<file path="src/rtl/bin_to_bcd_seq_pkg.sv">
// Shared types and constants for the sequential binary-to-BCD converter.
package bin_to_bcd_seq_pkg;

    localparam int BCD_W    = 4;
    localparam int N_DIGITS = 3;

    typedef enum logic [1:0] {
        ST_IDLE = 2'd0,
        ST_CONV = 2'd1,
        ST_DONE = 2'd2
    } state_e;

endpackage

</file>
<file path="src/rtl/bcd_digit_adj.sv">
// Double-dabble pre-shift correction for one BCD digit: add 3 when the digit is 5 or more.
module bcd_digit_adj
    import bin_to_bcd_seq_pkg::*;
(
    input  logic [BCD_W-1:0] dig_i,
    output logic [BCD_W-1:0] dig_o
);

    // Add-3 correction so the following shift carries into the next digit correctly
    always_comb begin
        dig_o = dig_i;
        if (dig_i >= 4'd5) begin
            dig_o = dig_i + 4'd3;
        end else begin
            dig_o = dig_i;
        end
    end

endmodule

</file>
<file path="src/rtl/bin_to_bcd_seq.sv">
// Sequential double-dabble converter: one shift per cycle, valid/ready on both sides,
// result digits held in dedicated output flops so partial values never appear.
module bin_to_bcd_seq
    import bin_to_bcd_seq_pkg::*;
#(
    parameter int BIN_W = 8
) (
    input  logic             clk,
    input  logic             rst,
    input  logic [BIN_W-1:0] bin_in,
    input  logic             in_valid,
    output logic             in_ready,
    output logic [3:0]       bcd_uni,
    output logic [3:0]       bcd_dec,
    output logic [3:0]       bcd_cen,
    output logic             out_valid,
    input  logic             out_ready,
    output logic             busy
);

    localparam int CNT_W = $clog2(BIN_W + 1);
    localparam int DIG_W = N_DIGITS * BCD_W;
    localparam int SH_W  = DIG_W + BIN_W;

    state_e           state_q, state_d;
    logic [BIN_W-1:0] bin_q, bin_d;
    logic [DIG_W-1:0] dig_q, dig_d;
    logic [DIG_W-1:0] res_q, res_d;
    logic [CNT_W-1:0] cnt_q, cnt_d;
    logic             out_valid_q, out_valid_d;
    logic [DIG_W-1:0] dig_adj_s;
    logic [SH_W-1:0]  shift_s;
    logic             unused_s;

    for (genvar g = 0; g < N_DIGITS; g++) begin : g_adj
        bcd_digit_adj u_adj (
            .dig_i (dig_q[g*BCD_W +: BCD_W]),
            .dig_o (dig_adj_s[g*BCD_W +: BCD_W])
        );
    end

    // The hundreds digit never reaches 8 for BIN_W <= 9, so its top bit is shifted out
    assign shift_s  = {dig_adj_s[DIG_W-2:0], bin_q, 1'b0};
    assign unused_s = dig_adj_s[DIG_W-1];

    // Next-state and datapath control for IDLE -> CONV -> DONE
    always_comb begin
        state_d     = state_q;
        bin_d       = bin_q;
        dig_d       = dig_q;
        res_d       = res_q;
        cnt_d       = cnt_q;
        out_valid_d = out_valid_q;
        case (state_q)
            ST_IDLE: begin
                if (in_valid) begin
                    bin_d   = bin_in;
                    dig_d   = {DIG_W{1'b0}};
                    cnt_d   = CNT_W'(BIN_W);
                    state_d = ST_CONV;
                end else begin
                    state_d = ST_IDLE;
                end
            end
            ST_CONV: begin
                bin_d = shift_s[BIN_W-1:0];
                dig_d = shift_s[SH_W-1:BIN_W];
                cnt_d = cnt_q - CNT_W'(1);
                if (cnt_q == CNT_W'(1)) begin
                    res_d       = shift_s[SH_W-1:BIN_W];
                    out_valid_d = 1'b1;
                    state_d     = ST_DONE;
                end else begin
                    state_d = ST_CONV;
                end
            end
            ST_DONE: begin
                if (out_ready) begin
                    out_valid_d = 1'b0;
                    state_d     = ST_IDLE;
                end else begin
                    state_d = ST_DONE;
                end
            end
            default: begin
                out_valid_d = 1'b0;
                state_d     = ST_IDLE;
            end
        endcase
    end

    // State, working registers and result registers; reset aborts any conversion
    always_ff @(posedge clk or posedge rst) begin
        if (rst) begin
            state_q     <= ST_IDLE;
            bin_q       <= {BIN_W{1'b0}};
            dig_q       <= {DIG_W{1'b0}};
            res_q       <= {DIG_W{1'b0}};
            cnt_q       <= {CNT_W{1'b0}};
            out_valid_q <= 1'b0;
        end else begin
            state_q     <= state_d;
            bin_q       <= bin_d;
            dig_q       <= dig_d;
            res_q       <= res_d;
            cnt_q       <= cnt_d;
            out_valid_q <= out_valid_d;
        end
    end

    assign bcd_uni   = res_q[0*BCD_W +: BCD_W];
    assign bcd_dec   = res_q[1*BCD_W +: BCD_W];
    assign bcd_cen   = res_q[2*BCD_W +: BCD_W];
    assign out_valid = out_valid_q;
    assign in_ready  = (state_q == ST_IDLE);
    assign busy      = (state_q != ST_IDLE);

endmodule

</file>
<file path="config.mk">
export PLATFORM = sky130hd
export DESIGN_NAME = bin_to_bcd_seq
export DESIGN_NICKNAME = d
export VERILOG_FILES = /design/src/rtl/bin_to_bcd_seq_pkg.sv /design/src/rtl/bcd_digit_adj.sv /design/src/rtl/bin_to_bcd_seq.sv
export SDC_FILE = /design/constraint.sdc
export NUM_CORES = 1
export LEC_CHECK = 0
export CAP_MARGIN = 20
export CORE_AREA = 5 5 77 65
export DETAILED_ROUTE_END_ITERATION = 12
export DIE_AREA = 0 0 82 70
export HOLD_SLACK_MARGIN = 0.02
export PLACE_DENSITY = 0.78
export SLEW_MARGIN = 15
export SYNTH_ARGS = -nofsm -noshare
export SYNTH_HDL_FRONTEND = slang
export SYNTH_SLANG_ARGS = --single-unit
</file>
<file path="constraint.sdc">
create_clock -name clk -period 1.5 [get_ports clk]
set_input_delay 0.3 -clock clk [delete_from_list [all_inputs] [get_ports clk]]
set_output_delay 0.3 -clock clk [all_outputs]
set_load 0.005 [all_outputs]
</file>
==> metrics.txt <==
final hold viol count=0; drt first pass iters=4; CP Class=flip-flop to output pin; worst r2r path cells=6; cell taking the most area after synthesis=dfrtp_1; CP top delay family=buffers and inverters; Initial DRC Count=77; grt total ovfl=0; Routed WL=4170 um; register bit total from synthesis=39; area share of and/or/nand/nor cells after synthesis=17.3%; Antenna Violating Nets Remaining=0; min Tclk post-route=1.46 ns; Synth cell types=31; area grow syn2layout=36.4%; GRT Resource Usage Total=14.7%; Ys Warns=0; Synth Area in Compound Gates=between 10 and 15%; adder-cell share of the synthesized area=approximately 5.3%; Avg Cell Area, Syn=roughly 10 sq um; die height=approximately 70 um; IR drop worst, VDD=between 900 and 1000 uV; Root Driver=clkbuf_8; largest family of logic cells by synthesized area=simple AND/OR/NAND/NOR gates; DP HPWL=between 2000 and 3000 um; DRC=0; Tightest Pin Transition=~0.36 ns; H-tree levels=2; max-cap violation count=0; Crit path largest cell delay=0.51 ns; Syn Inst Count=around 180; Crit path buffers/inverters=1; Critical Path RT=between 1 and 1.5 ns; die area=between 5000 and 6000 sq um; crit end category=output pin; RR Startpoint=dig_q[0]$_DFFE_PP0P_; sequential area share after synthesis=around half; max-slew violation count=0; RSZ-0062 raised after global routing=true; period utilization=a little over nine tenths; ANT cells=0; RR Endpoint=res_q[2]$_DFFE_PP0P_; final setup fails=0; leakage=~1.2 nW; Hold Path Class=primary input to async pin; Num CTS Buffers=5; FMAX=about 0.7 GHz; gpl congestion=~0.8; worst clock skew=roughly 0.0041 ns; pre-CTS setup slack=0.0280 ns; NumNets Final=around 260; Synth top area share=just over 50%; routed len/inst=14.1 um; Net Count, Synth=approximately 200; starting density of the core=a little under half; first-pass GRT wire length=6500 um; layout cells sized above 1=a little over a quarter; mux cell area share after synthesis=about 5.7%; XOR/XNOR Fraction of Synth Area=under 10%; die width=82 um; hold slack=roughly 0.37 ns; CTS Buffer Depth=2; IO buf count=26; row count=21; Worst Path Arrival=~1.2 ns; critical path's slowest cell=clkdlybuf4s50_1; clock-pin slew on the worst setup and hold paths=0.08 ns; initial antenna violation count=0; Cell Pwr Density=approximately 2200 nW/um^2; DR vias/cell=about 5; worst-skew pair later-pin latency=just under 0.3 ns; Setup crit start kind=flip-flop; via count=between 1000 and 1500; number of global-route vias before repair=approximately 1500; relative slew slack=between 70 and 80%; CTS tree=yes; IO Pins=27; setup slack, reg-to-reg=just under 0.04 ns; Critical Path, Cell by Cell=clkdlybuf4s50_1; post-synthesis cell area=1900 sq um; largest net degree at the start of global routing=40; clock sink count=39; status=completed; Synth area leaders=dfrtp_1 51%, nand2_1 6.1%, ha_1 5.3%, o21ai_1 4.0%, mux2_2 3.6%; CP Max Fanout=2; core area=4100 sq um; slack of the critical path=around 0.040 ns
worst max path at each step:
stage | from | to | slack (ns) | cells past startpoint
finish | res_q[10]$_DFFE_PP0P_ | bcd_cen[2] | 0.04 | 1
global placement | dig_q[4]$_DFFE_PP0P_ | res_q[6]$_DFFE_PP0P_ | 0.05 | 5
detailed placement | dig_q[4]$_DFFE_PP0P_ | res_q[6]$_DFFE_PP0P_ | 0.03 | 5
global route | dig_q[0]$_DFFE_PP0P_ | res_q[2]$_DFFE_PP0P_ | -0.07 | 6
CTS | dig_q[8]$_DFFE_PP0P_ | res_q[10]$_DFFE_PP0P_ | 0.01 | 5
floorplan | dig_q[0]$_DFFE_PP0P_ | res_q[2]$_DFFE_PP0P_ | 0.08 | 6
cells in the final DEF, fill, tap and decap left out, drive strengths merged:
cell type | synthesis | routed
dfrtp | 39 | 39
nand2 | 32 | 33
buf | 7 | 28
clkdlybuf4s50 | 0 | 21
o21ai | 15 | 15
nor2 | 11 | 11
inv | 10 | 10
a21oi | 9 | 9
ha | 8 | 8
clkbuf | 0 | 8
a22o | 7 | 7
a31oi | 7 | 7
mux2 | 7 | 7
nor3b | 6 | 6
xnor2 | 4 | 4
nand3 | 4 | 4
nand2b | 4 | 4
mux2i | 3 | 3
nor3 | 3 | 3
dlymetal6s2s | 0 | 2
dlygate4sd2 | 0 | 2
and2b | 1 | 1
and2 | 1 | 1
o31ai | 1 | 1
o21bai | 1 | 1
nor2b | 1 | 1
nor4 | 1 | 1
xor2 | 1 | 1
clkinv | 0 | 1
where the power goes:
part	switching, mW	total, mW	internal, mW
Combinational	1.37	2.99	1.62
Clock	0.367	0.694	0.327
Sequential	0.372	1.89	1.52
Total	2.11	5.57	3.46
logic make-up after synthesis:
logic type | Yosys count
flops | 39
compound gates | 40
simple gates | 64
buf+inv | 17
fa+ha+maj | 8
xor+xnor | 5
mux | 10
metrics by stage:
step                      util [%]  instances  TNS, ns  instance area (sq um)  total power [mW]
after floorplan                  -        183        0                   1900              3.45
after global placement        57.4        277        0                   2350              4.38
after detailed placement      57.4        277        0                   2350              4.47
after CTS                     60.0        289        0                   2460              5.21
after global routing          63.1        296   -0.281                   2590              6.01
final                         63.1        296        0                   2590              5.57
synth_stat cells:
library cell  number
dfrtp_1           39
nand2_1           31
o21ai_1           15
inv_1             10
nor2_1            10
ha_1               8
a22o_1             7
a31oi_1            7
buf_2              7
a21oi_1            6
mux2_2             6
nor3b_1            5
nand3_1            4
xnor2_1            4
mux2i_1            3
nor3_1             3
a21oi_4            2
nand2b_1           2
nand2b_2           2
a21oi_2            1
and2_1             1
and2b_4            1
mux2_1             1
nand2_4            1
nor2_2             1
nor2b_1            1
nor3b_4            1
nor4_2             1
o21bai_1           1
o31ai_1            1
xor2_1             1
metal layers:
| metal | global-route usage (%) | vias to the layer above | wire length (um) |
|---|---|---|---|
| li1 | - | 735 | - |
| met1 | 18.5 | 702 | 1900 |
| met2 | 23.0 | 37 | 2010 |
| met3 | 4.11 | 8 | 206 |
| met4 | 6.83 | 0 | 57 |
| met5 | 0 | - | 0 |
repair_timing:
item                                    in CTS  in global routing
gates cloned                                 0                  1
buffers inserted                             4                  6
resized for setup                            3                 23
pin swaps                                    1                  6
hold buffers                                 0                  0
endpoints found under the setup margin       3                 16
state kept, by name (all words and copies together) (netlist names):
signal / cells
bin_q: 8
cnt_q: 4
dig_q: 12
out_valid: 1
res_q: 12
state_q: 2
cell type report:
| type | count | area, sq um |
|---|---|---|
| tap | 57 | 71.3 |
| inverter | 10 | 37.5 |
| fill | 336 | 1510 |
| clock buffer | 7 | 76.3 |
| sequential | 39 | 977 |
| timing repair buffer | 54 | 497 |
| multi-input combinational | 128 | 922 |
| clock inverter | 1 | 5.00 |
Power figures use the tool's default switching activity.
